## src/rtl/log_lane_if.sv

```systemverilog
// Pixel/frame inputs and drawer outputs of one log lane, bundled for the objects mux.
interface log_lane_if;
    logic        startOfFrame;
    logic [10:0] pixelX;
    logic [10:0] pixelY;
    logic        enable;
    logic [3:0]  speed;
    logic        direction;
    logic        logDR;
    logic [7:0]  log_mVGA_RGB;
    logic [4:0]  frame_dx;
    logic [10:0] log0_X;

    // Video timing / control side
    modport master (
        output startOfFrame, pixelX, pixelY, enable, speed, direction,
        input  logDR, log_mVGA_RGB, frame_dx, log0_X
    );

    // Log lane drawer side
    modport slave (
        input  startOfFrame, pixelX, pixelY, enable, speed, direction,
        output logDR, log_mVGA_RGB, frame_dx, log0_X
    );
endinterface

```

## src/rtl/log_lane.sv

```systemverilog
// One horizontal river lane of wrapping logs; position steps once per frame,
// pixel draw request and colour are registered (1-cycle latency).
module log_lane #(
    parameter int unsigned LANE_Y_TOP   = 240,
    parameter int unsigned LANE_HEIGHT  = 32,
    parameter int unsigned LOG_WIDTH    = 96,
    parameter int unsigned NUM_LOGS     = 3,
    parameter int unsigned LOG_SPACING  = 213,
    parameter int unsigned SCREEN_WIDTH = 640,
    parameter int unsigned INIT_X       = 0
) (
    input  logic       CLK,
    input  logic       RESET,
    log_lane_if.slave  bus
);
    localparam int unsigned XW = 11;
    localparam int unsigned AW = 12;
    localparam logic [AW-1:0] SW_A    = AW'(SCREEN_WIDTH);
    localparam logic [7:0]    RGB_EDGE = 8'h60;
    localparam logic [7:0]    RGB_BODY = 8'hA4;

    logic [XW-1:0] posX_q, posX_d;
    logic [4:0]    frame_dx_q, frame_dx_d;
    logic          logDR_q, logDR_d;
    logic [7:0]    rgb_q, rgb_d;

    logic [AW-1:0] sum_c;
    logic [AW-1:0] px_c;
    logic [AW-1:0] start_c [NUM_LOGS];
    logic [AW-1:0] off_c   [NUM_LOGS];
    logic          hit_c;
    logic [AW-1:0] sel_off_c;
    logic          in_lane_c;
    logic [XW-1:0] row_c;
    logic          edge_c;

    // Frame-rate position update; a single conditional wrap is enough since speed < screen width
    always_comb begin
        posX_d     = posX_q;
        frame_dx_d = frame_dx_q;
        sum_c      = {1'b0, posX_q} + AW'(bus.speed);
        if (bus.startOfFrame) begin
            if (!bus.enable) begin
                frame_dx_d = 5'd0;
            end else if (!bus.direction) begin
                posX_d     = (sum_c >= SW_A) ? XW'(sum_c - SW_A) : XW'(sum_c);
                frame_dx_d = {1'b0, bus.speed};
            end else begin
                posX_d     = (posX_q < XW'(bus.speed))
                           ? XW'({1'b0, posX_q} + SW_A - AW'(bus.speed))
                           : posX_q - XW'(bus.speed);
                frame_dx_d = 5'd0 - {1'b0, bus.speed};
            end
        end
    end

    // Per-log start column and wrapped pixel offset from that start
    always_comb begin
        px_c = {1'b0, bus.pixelX};
        for (int i = 0; i < NUM_LOGS; i++) begin
            start_c[i] = ({1'b0, posX_q} + AW'(i * LOG_SPACING) >= SW_A)
                       ? {1'b0, posX_q} + AW'(i * LOG_SPACING) - SW_A
                       : {1'b0, posX_q} + AW'(i * LOG_SPACING);
            off_c[i]   = (px_c >= start_c[i]) ? px_c - start_c[i]
                                              : px_c + SW_A - start_c[i];
        end
    end

    // Hit test with lowest-index priority, then edge/body shading
    always_comb begin
        hit_c     = 1'b0;
        sel_off_c = '0;
        for (int i = 0; i < NUM_LOGS; i++) begin
            if (!hit_c && (off_c[i] < AW'(LOG_WIDTH))) begin
                hit_c     = 1'b1;
                sel_off_c = off_c[i];
            end
        end
        in_lane_c = (bus.pixelX < XW'(SCREEN_WIDTH))
                 && (bus.pixelY >= XW'(LANE_Y_TOP))
                 && (bus.pixelY <  XW'(LANE_Y_TOP + LANE_HEIGHT));
        row_c     = bus.pixelY - XW'(LANE_Y_TOP);
        edge_c    = (sel_off_c < AW'(4))
                 || (sel_off_c >= AW'(LOG_WIDTH - 4))
                 || (row_c < XW'(2))
                 || (row_c >= XW'(LANE_HEIGHT - 2));
        logDR_d   = hit_c && in_lane_c;
        rgb_d     = !logDR_d ? 8'h00 : (edge_c ? RGB_EDGE : RGB_BODY);
    end

    // State and registered pixel outputs
    always_ff @(posedge CLK or posedge RESET) begin
        if (RESET) begin
            posX_q     <= XW'(INIT_X);
            frame_dx_q <= 5'd0;
            logDR_q    <= 1'b0;
            rgb_q      <= 8'h00;
        end else begin
            posX_q     <= posX_d;
            frame_dx_q <= frame_dx_d;
            logDR_q    <= logDR_d;
            rgb_q      <= rgb_d;
        end
    end

    assign bus.log0_X       = posX_q;
    assign bus.frame_dx     = frame_dx_q;
    assign bus.logDR        = logDR_q;
    assign bus.log_mVGA_RGB = rgb_q;

endmodule

```

## src/flat_wrapper.sv

```systemverilog
// flat-port wrapper written by rule: the top's interface ports become plain ports
module log_lane_flat 
#(
    parameter int unsigned LANE_Y_TOP   = 240,
    parameter int unsigned LANE_HEIGHT  = 32,
    parameter int unsigned LOG_WIDTH    = 96,
    parameter int unsigned NUM_LOGS     = 3,
    parameter int unsigned LOG_SPACING  = 213,
    parameter int unsigned SCREEN_WIDTH = 640,
    parameter int unsigned INIT_X       = 0
)
  (CLK, RESET, bus_startOfFrame, bus_pixelX, bus_pixelY, bus_enable, bus_speed, bus_direction, bus_logDR, bus_log_mVGA_RGB, bus_frame_dx, bus_log0_X);
  log_lane_if bus_i ();
  input  logic CLK;
  input  logic RESET;
  input wire logic [$bits(bus_i.startOfFrame)-1:0] bus_startOfFrame;
  input wire logic [$bits(bus_i.pixelX)-1:0] bus_pixelX;
  input wire logic [$bits(bus_i.pixelY)-1:0] bus_pixelY;
  input wire logic [$bits(bus_i.enable)-1:0] bus_enable;
  input wire logic [$bits(bus_i.speed)-1:0] bus_speed;
  input wire logic [$bits(bus_i.direction)-1:0] bus_direction;
  output wire logic [$bits(bus_i.logDR)-1:0] bus_logDR;
  output wire logic [$bits(bus_i.log_mVGA_RGB)-1:0] bus_log_mVGA_RGB;
  output wire logic [$bits(bus_i.frame_dx)-1:0] bus_frame_dx;
  output wire logic [$bits(bus_i.log0_X)-1:0] bus_log0_X;
  assign bus_i.startOfFrame = bus_startOfFrame;
  assign bus_i.pixelX = bus_pixelX;
  assign bus_i.pixelY = bus_pixelY;
  assign bus_i.enable = bus_enable;
  assign bus_i.speed = bus_speed;
  assign bus_i.direction = bus_direction;
  assign bus_logDR = bus_i.logDR;
  assign bus_log_mVGA_RGB = bus_i.log_mVGA_RGB;
  assign bus_frame_dx = bus_i.frame_dx;
  assign bus_log0_X = bus_i.log0_X;
  log_lane #(.LANE_Y_TOP(LANE_Y_TOP), .LANE_HEIGHT(LANE_HEIGHT), .LOG_WIDTH(LOG_WIDTH), .NUM_LOGS(NUM_LOGS), .LOG_SPACING(LOG_SPACING), .SCREEN_WIDTH(SCREEN_WIDTH), .INIT_X(INIT_X)) u_core (.CLK(CLK), .RESET(RESET), .bus(bus_i));
endmodule
```

## config.mk

```make
export PLATFORM = sky130hd
export DESIGN_NAME = log_lane_flat
export DESIGN_NICKNAME = d
export VERILOG_FILES = /design/src/rtl/log_lane_if.sv /design/src/rtl/log_lane.sv /design/src/flat_wrapper.sv
export SDC_FILE = /design/constraint.sdc
export NUM_CORES = 1
export LEC_CHECK = 0
export CAP_MARGIN = 20
export CELL_PAD_IN_SITES_DETAIL_PLACEMENT = 1
export CELL_PAD_IN_SITES_GLOBAL_PLACEMENT = 1
export CORE_ASPECT_RATIO = 1.1
export CORE_MARGIN = 2
export CORE_UTILIZATION = 25
export DETAILED_ROUTE_END_ITERATION = 6
export PLACE_DENSITY = 0.52
export SLEW_MARGIN = 30
export SYNTH_ARGS = -nofsm -noshare
export SYNTH_HDL_FRONTEND = slang
export SYNTH_SLANG_ARGS = --single-unit
```

## constraint.sdc

```tcl
create_clock -name CLK -period 8.47 [get_ports CLK]
set_input_delay 1.694 -clock CLK [delete_from_list [all_inputs] [get_ports CLK]]
set_output_delay 1.694 -clock CLK [all_outputs]
set_load 0.1 [all_outputs]
```

Yosys cells after proc, flatten, opt, wreduce, memory -nomap -nowiden
Index checks and enable logic that the tools add are counted.

word-level totals
  register bits = 25
  output and inout port bits = 25

operators by class
  add/sub/neg operators = 19
  order comparisons = 18
  muxes and demuxes = 19
  reductions and logical operators = 11

operators by type and width
  kind                    number
  $mux 12                 9
  $ge 11x12->1            3
  $ge 12x10->1 const B    3
  $lt 12x7->1 const B     3
  $sub 11x12->12          3
  $sub 12x12->12          3
  $mux 11                 3
  $sub 12x10->12 const B  2
  $sub 11x4->11           2
  $mux 8                  2
  $add 11x10->12 const B  1
  $add 11x4->12           1
  $add 11x8->12 const B   1
  $add 11x9->12 const B   1
  $ge 12x7->1 const B     1
  $lt 12x3->1 const B     1
  $sub 11x10->12 const B  1
  $add 11x10->11 const B  1
  $ge 11x10->1 const B    1
  $ge 11x5->1 const B     1
  $ge 11x8->1 const B     1
  $lt 11x10->1 const B    1
  $lt 11x2->1 const B     1
  $lt 11x4->1             1
  10 further kinds        20

Depth between registers and ports, before layout
  word-level depth = 18
  gate-level depth with buffers = 26
  mapped depth without buffers = 25

Worst setup path after synthesis
OpenSTA, ideal clock, no wires.

  kind = reg-to-reg
  start point = register u_core.posX_q[5], in the netlist u_core.bus.log0_X[5]
  end point = register u_core.rgb_q[6], in the netlist u_core.bus.log_mVGA_RGB[6]
  arrival = 5.897 ns
  slack = 2.508 ns
  stages on the path, launching flop included = 24
  path through = dfrtp_1 -> clkbuf_1 -> inv_1 -> ha_1 -> o21ai_0 -> o21ai_0 -> xnor2_1 -> o211ai_1 -> nand3_1 -> xnor2_1 -> ha_1 -> clkbuf_1 -> nor2_1 -> a22o_1 -> or4b_1 -> nand3_1 -> a31oi_1 -> o32ai_1 -> and2_1 -> mux2_1 -> o22ai_1 -> or4_1 -> a221oi_2 -> o21ba_1

on the way
  longest elaborated chain between the ends = 18
  elaborated cells between the ends (all ways) = 44

ends and longest elaborated chain
  element                                                 RTL line         source
  from (decl)                                             log_lane.sv:22   logic [XW-1:0] posX_q, posX_d;
  from (signal assigned)                                  log_lane.sv:94   posX_q <= XW'(INIT_X);
  from (signal assigned)                                  log_lane.sv:99   posX_q <= posX_d;
  branches (longest 17 deep; another with $add 11x8->12)  n/a
  $mux 8 (*)                                              log_lane.sv:88   rgb_d = !logDR_d ? 8'h00 : (edge_c ? RGB_EDGE : RGB_BODY);
  via u_core.rgb_d[6]                                     log_lane.sv:25   logic [7:0] rgb_q, rgb_d;
  to (signal assigned)                                    log_lane.sv:102  rgb_q <= rgb_d;
  to (decl)                                               log_lane.sv:25

Mark *: on every way through the listed nets, which the timed path passes.
A chain may end at the register's enable or synchronous reset.

Final worst setup path
  start point = input bus_pixelX[0]
  end point = register u_core.rgb_q[6], in the netlist u_core.bus.log_mVGA_RGB[6]

on the way
  longest elaborated chain between the ends = 17
  elaborated cells between the ends (all ways) = 37

ends and longest elaborated chain
  element                                            RTL line                        source
  from (decl)                                        flat_wrapper.sv:17              input wire logic [$bits(bus_i.pixelX)-1:0] bus_pixelX;
  $add 11x10->12                                     log_lane.sv:65                  : px_c + SW_A - start_c[i];
  $sub 12x12->12                                     log_lane.sv:65
  $mux 12                                            log_lane.sv:64                  off_c[i] = (px_c >= start_c[i]) ? px_c - start_c[i]
  $lt 12x7->1                                        log_lane.sv:74                  if (!hit_c && (off_c[i] < AW'(LOG_WIDTH))) begin
  $mux 1                                             log_lane.sv:74
  $logic_not 1->1                                    log_lane.sv:74
  $logic_and 1x1->1                                  log_lane.sv:74
  $mux 1                                             log_lane.sv:74
  (+2 left out)                                      n/a
  $mux 12                                            log_lane.sv:74
  $lt 12x3->1 / $ge 12x7->1 (equally long branches)  log_lane.sv:83, log_lane.sv:84
  $logic_or 1x1->1                                   log_lane.sv:84                  || (sel_off_c >= AW'(LOG_WIDTH - 4))
  $logic_or 1x1->1                                   log_lane.sv:85                  || (row_c < XW'(2))
  $logic_or 1x1->1                                   log_lane.sv:86                  || (row_c >= XW'(LANE_HEIGHT - 2));
  $mux 8                                             log_lane.sv:88
  $mux 8 (*)                                         log_lane.sv:88
  via u_core.rgb_d[6]                                log_lane.sv:25

Mark *: on every way through the listed nets, which the timed path passes. The rest lies on a longest branch.

==> run summary <==
Warnings, synthesis - 0
area leader, netlist - ha_1
DRC Markers - 0
Final Skew - 0.00847 ns
PnR worst setup slack - 2.11 ns
first-pass GRT wire length - 32400 µm
post-synthesis cell type count - 91
max_slew headroom - 34.2%
Synth Area in Simple Gates - 20.5%
crit path kind - input port to flip-flop
Critical-path top delay cell - o32ai_1
final WL - 20400 µm
Post-Layout Cell Count - 1100
WP buf/inv - 3
flop2flop setup slack - 2.16 ns
FF-to-FF End - u_core.bus.log_mVGA_RGB[6]
Row Count - 58
Post-CTS Setup Bufs - 0
Post-Synth Adder-Cell Area - 21.4%
MaxCap Viol Count - 0
R2R depth - 22
Tot GR Track Use - 16.6%
grt ovf - 0
clock sink count - 19
root buffer selected by CTS - clkbuf_16
asr flop ratio synth - 100%
syn avg cell area - 7.67 µm²
Tmin final - 6.36 ns
share of cells above drive strength 1 - 5.88%
final hold violation count - 0
Max Freq - 157 MHz
initial core utilization - 25.7%
Worst-path clk slew - 0.07 ns
Top-Level Pins - 56
Place WS - 1.82 ns
die area - 24900 µm²
most frequent CP cell - inv_1
post-cts sizing count - 0
leading cell type in the layout, fill and taps excluded - ha_1
GP Congestion - 0.789
status - finished clean
R2R Path Start - u_core.bus.log0_X[5]
Setup crit start kind - input port
Worst-Margin Slew - 0.984 ns
Synth area leaders - ha_1 18%, dfrtp_1 8.1%, xnor2_1 7.6%, nor2_1 4.1%, o21ai_0 4.1%
fin nets - 924
vias in the first global route - 5755
Clock Tree Buf Depth - 2
largest family of logic cells by synthesized area - compound AO/OA/AOI/OAI gates
cts hold-fix bufs - 0
area share of the largest cell type after synthesis - 17.8%
Gate Count Post-Synth - 769
DR vias/cell - 5.18
DRT Pass-1 Iters - 4
pin count of the biggest net entering global routing - 27
Final Slew Violations - 0
Synth Area in Compound Gates - 28.9%
Hold Crit Depth - 2
Crit Path Max Fanout - 6
crit path to - u_core.bus.log_mVGA_RGB[6]
ant diodes - 0
crit path DAT - 6.58 ns
cell family with most CP delay - compound AO/OA/AOI/OAI gates
most frequent cells in the layout - 84 x ha_1, 65 x nor2_1, 51 x xnor2_1, 51 x clkdlybuf4s50_1, 50 x nand2_1
CP max stage delay - 0.71 ns
Primary FF master, synth - dfrtp_1
Placed Cells - 1096
input/output buffers - 51
unrepaired setup endpoints after global routing - no
via count - 5697
Layout area overhead - 14.1%
worst setup path start - bus_pixelX[0]
core area - 23000 µm²
post-detail-place hpwl - 16600 µm
Cell Area, Synth - 5900 µm²
Period Utilization, post-route - 75.1%
CTS tree - built
Post-synth EDFFs - 0
CP Depth - 20
Die X-Extent - 150 µm
initial antenna violation count - 0
TNS Setup - 0 ns
CP Cell Sequence - clkdlybuf4s50_1, inv_1, ha_1, inv_1, fa_1, a211oi_1, nor2_1, o21a_1, o22a_1, a22o_1, or4b_1, nand3_1, a31oi_1, o32ai_1, and2_1, mux2_1, o22ai_1, or4_1, a221oi_2, o21ba_1
critical path endpoint category - flip-flop
post-route ant nets - 0
xor/xnor share of the synthesized area - 11.1%
Num CTS Buffers - 3
Die Y - 165 µm
clk_lat worst skew - 0.27 ns
1st-iter DRT viols - 223
multiplexer area fraction after synthesis - 3.52%
Seq/Total Area, Yosys - 8.06%
H-tree depth - 1
final setup fails - 0
number of synthesized register bits - 19
HP Class - flip-flop to flip-flop
Wirelength per Cell - 18.6 µm
Layout fillers - 2779
critical path required time - 8.69 ns
[worst min-delay path by stage]
stage / start / to / slack (ns)
final: u_core.bus.frame_dx[0] / u_core.bus.frame_dx[0] / 0.53
after global routing: u_core.bus.frame_dx[1] / u_core.bus.frame_dx[1] / 0.56
after CTS: u_core.bus.frame_dx[1] / u_core.bus.frame_dx[1] / 0.53
after detailed placement: u_core.bus.frame_dx[1] / u_core.bus.frame_dx[1] / 0.52
after global placement: u_core.bus.frame_dx[0] / u_core.bus.frame_dx[0] / 0.53
after floorplan: u_core.bus.frame_dx[0] / u_core.bus.frame_dx[0] / 0.96
[per-stage QoR]
stage                     utilization (%)  instance area [µm²]  hold slack (ns)
after detailed placement             28.9                 6650            0.523
after global placement               28.9                 6650            0.525
after global routing                 29.3                 6730            0.558
after CTS                            29.3                 6730            0.534
after floorplan                         -                 5910            0.963
final                                29.3                 6730            0.527
[tightest hold or removal path: stages, from the launching register on]
cell and delay [ns]:
dfrtp_1 0.38, inv_1 0.05, o21ai_0 0.06
[sequential cells by signal, indices dropped and copies added, names as in the netlist]
name                     flops
u_core.bus.log0_X           11
u_core.bus.frame_dx          5
u_core.bus.log_mVGA_RGB      3
[kinds of logic after synthesis]
family | count (synthesis)
flip-flops | 19
AO/OA/AOI/OAI | 239
adder cells (fa/ha/maj) | 97
XOR/XNOR | 72
buffers and inverters | 86
AND/OR/NAND/NOR | 235
other | 1
multiplexers | 20
[synthesized netlist by cell type (4+ instances only)]
cell        n
ha_1       84
nor2_1     65
xnor2_1    51
nand2_1    50
inv_1      49
o21ai_0    48
a21oi_1    47
nand3_1    23
nor3_1     20
dfrtp_1    19
xor2_1     18
mux2i_1    17
o211ai_1   17
clkbuf_1   15
and2_1     12
a31oi_1    11
a21o_1     10
buf_4      10
fa_1        8
nand3b_1    8
nand4_1     8
o21a_1      8
o22ai_1     8
a211oi_1    7
nand2b_1    7
nor2b_1     7
o31ai_1     7
o2111ai_1   6
a22oi_1     5
a211o_1     4
and3_1      4
nor4_1      4
o21ai_1     4
o21bai_1    4
o22a_1      4
[routing by layer]
layer | track usage [%] | up-vias | part of all wire [%]
met5 | 0 | - | 0
met4 | 2.83 | 0 | 1.1
met3 | 1.51 | 12 | 2.2
met2 | 28.6 | 65 | 47
met1 | 22.8 | 2745 | 50
li1 | - | 2875 | -
[cell type report]
type	count	area (µm²)	area share [%]
clock buffers	3	75.1	1.12
well taps	300	375	5.58
flip-flops and latches	19	475	7.06
inverters	54	203	3.01
multi-input cells	667	5050	75.0
repair buffers	56	548	8.14
clock inverters	1	5.00	0.0743
Power is left out: the tool's default activity adds up to more than one toggle a clock period on the data nets, which glitch-free logic cannot reach.
